===== src/rtl/cl_ddr_stat_mux.sv =====
// Bridges a single-outstanding config/stat request bus onto three sh_ddr stat ports,
// with a per-request ack timeout, local status/count/mask registers and a masked irq.
module cl_ddr_stat_mux #(
    parameter int          TIMEOUT      = 256,
    parameter logic [31:0] TIMEOUT_DATA = 32'hDEAD_DEAD
) (
    input  logic             clk,
    input  logic             sync_rst,
    input  logic [9:0]       cfg_addr,
    input  logic             cfg_wr,
    input  logic             cfg_rd,
    input  logic [31:0]      cfg_wdata,
    output logic             cfg_ack,
    output logic [31:0]      cfg_rdata,
    output logic [2:0][7:0]  sh_ddr_stat_addr,
    output logic [2:0]       sh_ddr_stat_wr,
    output logic [2:0]       sh_ddr_stat_rd,
    output logic [2:0][31:0] sh_ddr_stat_wdata,
    input  logic [2:0]       ddr_sh_stat_ack,
    input  logic [2:0][31:0] ddr_sh_stat_rdata,
    input  logic [2:0][7:0]  ddr_sh_stat_int,
    output logic             stat_irq
);
    localparam int               CNT_W     = (TIMEOUT > 2) ? $clog2(TIMEOUT) : 1;
    localparam logic [CNT_W-1:0] CNT_LAST  = CNT_W'(TIMEOUT - 1);
    localparam logic [1:0]       SEL_LOCAL = 2'd3;

    typedef enum logic [1:0] {ST_IDLE, ST_STROBE, ST_WAIT, ST_RESP} state_t;

    state_t           state_reg;
    logic [1:0]       sel_reg;
    logic             is_wr_reg;
    logic [CNT_W-1:0] wait_cnt_reg;
    logic [2:0]       timeout_sticky_reg, timeout_sticky_next;
    logic             overrun_sticky_reg, overrun_sticky_next;
    logic [2:0]       int_pending_reg, int_pending_next;
    logic [2:0]       int_mask_reg;
    logic [15:0]      timeout_cnt_reg;

    logic             req, accept, local_wr;
    logic [1:0]       req_sel;
    logic [7:0]       req_reg;
    logic [2:0]       ch_hit, wr_next, rd_next, int_any, timeout_set;
    logic             sel_ack, timed_out;
    logic [2:0]       clr_ts, clr_ip;
    logic             clr_ov;
    logic [31:0]      status_word, local_rdata;

    assign req      = cfg_wr | cfg_rd;
    assign req_sel  = cfg_addr[9:8];
    assign req_reg  = cfg_addr[7:0];
    assign accept   = (state_reg == ST_IDLE) && req;
    assign local_wr = accept && (req_sel == SEL_LOCAL) && cfg_wr;

    generate
        for (genvar gi = 0; gi < 3; gi++) begin : g_ch
            assign ch_hit[gi]  = accept && (req_sel == 2'(gi));
            assign wr_next[gi] = ch_hit[gi] && cfg_wr;
            assign rd_next[gi] = ch_hit[gi] && !cfg_wr;
            assign int_any[gi] = |ddr_sh_stat_int[gi];
        end
    endgenerate

    // An ack on the last counted cycle beats the timeout.
    assign sel_ack     = (state_reg == ST_WAIT) && ddr_sh_stat_ack[sel_reg];
    assign timed_out   = (state_reg == ST_WAIT) && !sel_ack && (wait_cnt_reg == CNT_LAST);
    assign timeout_set = timed_out ? 3'(3'b001 << sel_reg) : 3'b000;

    assign status_word = {21'd0, int_pending_reg, 4'd0, overrun_sticky_reg, timeout_sticky_reg};
    assign clr_ts      = (local_wr && req_reg == 8'h00) ? cfg_wdata[2:0]  : 3'b000;
    assign clr_ov      = local_wr && (req_reg == 8'h00) && cfg_wdata[3];
    assign clr_ip      = (local_wr && req_reg == 8'h00) ? cfg_wdata[10:8] : 3'b000;

    // Write-1-to-clear with set taking priority over a same-cycle clear.
    assign timeout_sticky_next = (timeout_sticky_reg & ~clr_ts) | timeout_set;
    assign overrun_sticky_next = (overrun_sticky_reg & ~clr_ov) | ((state_reg != ST_IDLE) && req);
    assign int_pending_next    = (int_pending_reg & ~clr_ip) | int_any;

    always_comb begin
        local_rdata = '0;
        if (!cfg_wr) begin
            case (req_reg)
                8'h00:   local_rdata = status_word;
                8'h04:   local_rdata = {16'd0, timeout_cnt_reg};
                8'h08:   local_rdata = {29'd0, int_mask_reg};
                default: local_rdata = '0;
            endcase
        end
    end

    always_ff @(posedge clk) begin
        if (sync_rst) begin
            state_reg       <= ST_IDLE;
            sel_reg         <= '0;
            is_wr_reg       <= 1'b0;
            wait_cnt_reg    <= '0;
            cfg_ack         <= 1'b0;
            cfg_rdata       <= '0;
            timeout_cnt_reg <= '0;
            int_mask_reg    <= '0;
        end else begin
            cfg_ack   <= 1'b0;
            cfg_rdata <= '0;
            case (state_reg)
                ST_IDLE: begin
                    if (req) begin
                        sel_reg   <= req_sel;
                        is_wr_reg <= cfg_wr;
                        if (req_sel == SEL_LOCAL) begin
                            cfg_ack   <= 1'b1;
                            cfg_rdata <= local_rdata;
                            state_reg <= ST_RESP;
                            if (cfg_wr && req_reg == 8'h04) timeout_cnt_reg <= '0;
                            if (cfg_wr && req_reg == 8'h08) int_mask_reg <= cfg_wdata[2:0];
                        end else begin
                            state_reg <= ST_STROBE;
                        end
                    end
                end
                ST_STROBE: begin
                    wait_cnt_reg <= '0;
                    state_reg    <= ST_WAIT;
                end
                ST_WAIT: begin
                    wait_cnt_reg <= wait_cnt_reg + CNT_W'(1);
                    if (sel_ack) begin
                        cfg_ack   <= 1'b1;
                        cfg_rdata <= is_wr_reg ? 32'd0 : ddr_sh_stat_rdata[sel_reg];
                        state_reg <= ST_RESP;
                    end else if (timed_out) begin
                        cfg_ack   <= 1'b1;
                        cfg_rdata <= is_wr_reg ? 32'd0 : TIMEOUT_DATA;
                        state_reg <= ST_RESP;
                        if (timeout_cnt_reg != 16'hFFFF) timeout_cnt_reg <= timeout_cnt_reg + 16'd1;
                    end
                end
                ST_RESP: state_reg <= ST_IDLE;
                default: state_reg <= ST_IDLE;
            endcase
        end
    end

    always_ff @(posedge clk) begin
        if (sync_rst) begin
            sh_ddr_stat_wr     <= '0;
            sh_ddr_stat_rd     <= '0;
            sh_ddr_stat_addr   <= '0;
            sh_ddr_stat_wdata  <= '0;
            timeout_sticky_reg <= '0;
            overrun_sticky_reg <= 1'b0;
            int_pending_reg    <= '0;
            stat_irq           <= 1'b0;
        end else begin
            sh_ddr_stat_wr <= wr_next;
            sh_ddr_stat_rd <= rd_next;
            for (int c = 0; c < 3; c++) begin
                if (ch_hit[c]) begin
                    sh_ddr_stat_addr[c]  <= req_reg;
                    sh_ddr_stat_wdata[c] <= cfg_wdata;
                end
            end
            timeout_sticky_reg <= timeout_sticky_next;
            overrun_sticky_reg <= overrun_sticky_next;
            int_pending_reg    <= int_pending_next;
            stat_irq           <= |(int_pending_reg & int_mask_reg);
        end
    end
endmodule


===== config.mk =====
export PLATFORM = sky130hd
export DESIGN_NAME = cl_ddr_stat_mux
export DESIGN_NICKNAME = d
export VERILOG_FILES = /design/src/rtl/cl_ddr_stat_mux.sv
export SDC_FILE = /design/constraint.sdc
export NUM_CORES = 1
export LEC_CHECK = 0
export ABC_AREA = 0
export CORE_MARGIN = 10
export CORE_UTILIZATION = 44
export DETAILED_ROUTE_END_ITERATION = 16
export GPL_TIMING_DRIVEN = 0
export HOLD_SLACK_MARGIN = 0.08
export PLACE_DENSITY_LB_ADDON = 0.12
export REMOVE_ABC_BUFFERS = 1
export SLEW_MARGIN = 40
export SYNTH_ARGS = -nofsm -noshare
export SYNTH_HDL_FRONTEND = slang
export SYNTH_SLANG_ARGS = --single-unit

===== constraint.sdc =====
create_clock -name clk -period 2.55 [get_ports clk]
set_input_delay 0.6375 -clock clk [delete_from_list [all_inputs] [get_ports clk]]
set_output_delay 0.6375 -clock clk [all_outputs]
set_load 0.01 [all_outputs]

==> results by group <==
Clocking
  • CTS buffer count: 17
  • Clock Tree Root: clkbuf_16
  • CTS tree: done
  • Clk Latency, worst-skew pair: around 440 ps
  • CTS sink cnt: 199
  • Max Buffers Root-to-Sink: 2
  • CTS Hold Buffers Added: 0
  • CTS H-tree lvls: 4
  • Clock transition at the registers of the reported paths: 80 ps

Global routing
  • GR met1 Demand/Resource: 28.3%
  • Total track usage: between 20% and 30%
  • Overflow after GRT: 0
  • Vias in the first global route: 8031
  • Global-route wire length before repair: 46.2 mm
  • Initial antenna violation count: 0
  • Global-route met2 utilization: 39.2%
  • Met3 Usage GRT: under 10%
  • GR peak layer: met2
  • Pin count of the biggest net entering global routing: 79

Timing
  • Fin. Hold Viols: 0
  • Final Max Slew Viols: 0
  • Relative slew slack: 51.0%
  • F_max: 404 MHz
  • Setup Total Neg Slack: 0 ps
  • Worst slew pin tran: 735 ps
  • Final setup viols: 0
  • Clock skew: 13.3 ps
  • Final period util: between 90% and 100%
  • RSZ-0062 raised after global routing: false
  • Fin crit period: 2470 ps

Yosys
  • Yosys top cell by area: dfxtp_1
  • Mapped Cells: 1069
  • Syn. warnings: 0
  • Top-area cell type share of the netlist area: 47.4%
  • Post-Syn Area: 8410 µm²
  • Async set or reset register ratio after synthesis: 0%
  • EDFF count, synth: 0
  • Syn Area/Cell: 7.86 µm²
  • Netlist cell types: 64
  • Sequential cell area fraction in the yosys report: between 40% and 50%
  • Seq cells post-synth: 199
  • Area contributors post-synth: dfxtp_1 47%, nand2_1 13%, a21oi_1 9.8%
  • Predominant post-synthesis flop cell: dfxtp_1

Die
  • Die span in x: approximately 160 µm
  • DIE AREA: 25000 µm²
  • I/O pin cnt: 329
  • Initial core utilization: 44.8%
  • Core area: 18800 µm²
  • Rows: 50
  • Die height: 158 µm

Routing
  • WL/cell: 19.4 µm
  • 1st-pass router iterations: 5
  • Initial DRC Count: 616
  • Via/cell ratio: 5.34
  • Total Wirelength: 31.1 mm
  • DRC viols: 0
  • Vias: 8589
  • DRT antenna net count: 0

Final layout
  • Layout area overhead: 51.3%
  • Final #Nets: between 1500 and 2000
  • Commonest cells after routing, fill and taps aside: 326 x clkdlybuf4s50_1, 298 x nand2_1, 197 x dfxtp_1
  • # diodes: 0
  • Commonest non-fill, non-tap cell in the layout: clkdlybuf4s50_1
  • Regs by FF count: sh_ddr_stat_wdata: 96 flops, cfg_rdata: 32 flops, sh_ddr_stat_addr: 24 flops
  • Top reg by flops: sh_ddr_stat_wdata
  • Layout cells sized above 1: ~6.3%
  • Fin cells: about 1600
  • Largest register FFs: 96

Min path
  • Min-Delay Startpoint: sh_ddr_stat_wdata[51]
  • Worst hold path class: flop to flop
  • Cell count of the worst hold path: 2
  • WHS Endpoint: sh_ddr_stat_wdata[51]

Placement
  • I/O Buffers: 328
  • DP Cell Count: ~1600
  • DP HPWL: 22.9 mm
  • Gp weighted congestion: 0.938

Worst setup path
  • Setup crit end kind: flop
  • Crit path launch type: flop
  • CP max stage delay: roughly 560 ps
  • R2r endpoint: timeout_cnt_reg[6]
  • Crit path DAT: 2800 ps
  • Reg2Reg Depth: 6
  • Crit-path slowest cell: nor4_2
  • Critical path required time: between 2000 and 3000 ps
  • Critical Path Fanout Max: 33
  • Worst path cell trace: buf_12 -> mux2i_4 -> o2bb2ai_4 -> nor4_2 -> a21oi_1 -> a211o_1
  • Critical path class: flop to flop
  • R2r startpoint: sel_reg[0]
  • Flop-to-flop setup slack: 80 ps

Pwr
  • Total Power: 9060 µW
  • Max VDD drop: 0.000506 V
  • Leakage: 0.00445 µW
  • PwrDens: 713 nW/µm²

Flow run
  • Maxcap violations: 0

Outcome
  • Status: finished, final reports clean
==> routing by layer <==
| metal | share of wire [%] | vias to the layer above |
|---|---|---|
| met3 | 9.4 | 34 |
| met1 | 41 | 3961 |
| met5 | 0 | - |
| li1 | - | 4242 |
| met4 | 1.9 | 0 |
| met2 | 48 | 352 |
==> what timing repair did <==
item,4_1_cts,5_1_grt
pin swaps,1,0
resized for setup,10,6
buffers inserted,2,5
gates cloned,1,0
endpoints found under the setup margin,49,28
==> synth_stat cells, types with 2 or more instances <==
master     number
a2bb2oi_1       2
buf_4           2
a21o_1          2
nor2b_1         5
or3_1           6
nor3_1          7
o21ai_0        22
or2_1           3
or4_1           2
buf_2           7
a41o_1          2
or4_4           2
o211ai_1        6
xor2_1          3
nand4_2         2
o21ba_1         2
a22oi_1         6
a31oi_1         9
and2_1          2
nand4_1        12
a21oi_1       164
a41oi_1         2
inv_1           8
o21a_1         14
ha_1            4
a211o_1         2
and4_1          4
nand2_1       298
clkbuf_1       64
mux2i_1        44
a211oi_1        2
a21boi_1        2
buf_1           4
nor2_1         76
and3_1          2
o311ai_1        3
nand2b_1        7
dfxtp_1       199
nor4_2          2
nor3b_1         2
nand3_1        13
o21ai_1        14
nor4_1         12
a21bo_1         3
==> worst max-delay path, delay by kind of cell, from the launching register on <==
family          cells  cell delay [ps]
buf+inv             1              250
simple gates        1              560
compound gates      3              670
flops               1              420
mux                 1              410
==> layout make-up <==
cell class,instances,area (µm²)
Tap cell,234,293
Inverter,9,33.8
Sequential cell,199,3990
Clock inverter,14,180
Clock buffer,18,439
Fill cell,1617,6050
Timing Repair Buffer,348,3540
Multi-Input combinational cell,785,4250
==> cells by family after synthesis <==
| logic type | after synthesis | share of synthesized area, % |
|---|---|---|
| multiplexers | 44 | 5.24 |
| adder cells (fa/ha/maj) | 4 | 0.595 |
| XOR/XNOR | 3 | 0.313 |
| buffers and inverters | 86 | 4.03 |
| flip-flops | 199 | 47.4 |
| AND/OR/NAND/NOR | 463 | 23.8 |
| AO/OA/AOI/OAI | 270 | 18.6 |
==> metrics by stage <==
step | setup WS, ps | hold slack [ps] | cell area, µm² | util [%]
global route | 4.86 | 473 | 12700 | 67.8
detailed placement | -656 | 446 | 12000 | 63.7
CTS | 9.24 | 456 | 12700 | 67.4
floorplan | -1240 | 440 | 8100 | -
global placement | -5360 | 440 | 11700 | 62.2
finish | 77.7 | 454 | 12700 | 67.8
==> how the worst max path moves through the flow <==
stage / startpoint / to / slack (ps)
3_5_place_dp: ddr_sh_stat_ack[1] / timeout_cnt_reg[11] / -660
3_3_place_gp: sync_rst / timeout_cnt_reg[15] / -5360
6_report: sel_reg[0] / timeout_cnt_reg[6] / 80
2_1_floorplan: sel_reg[0] / timeout_cnt_reg[14] / -1240
5_1_grt: sel_reg[0] / timeout_cnt_reg[6] / 5
4_1_cts: cfg_addr[0] / cfg_rdata[2] / 9
==> power by group <==
part           internal (µW)  switching [µW]
sequential              3380             205
combinational           1250            1500
clock                   1360            1370
total                   5990            3070
(Power assumes the default switching activity.)
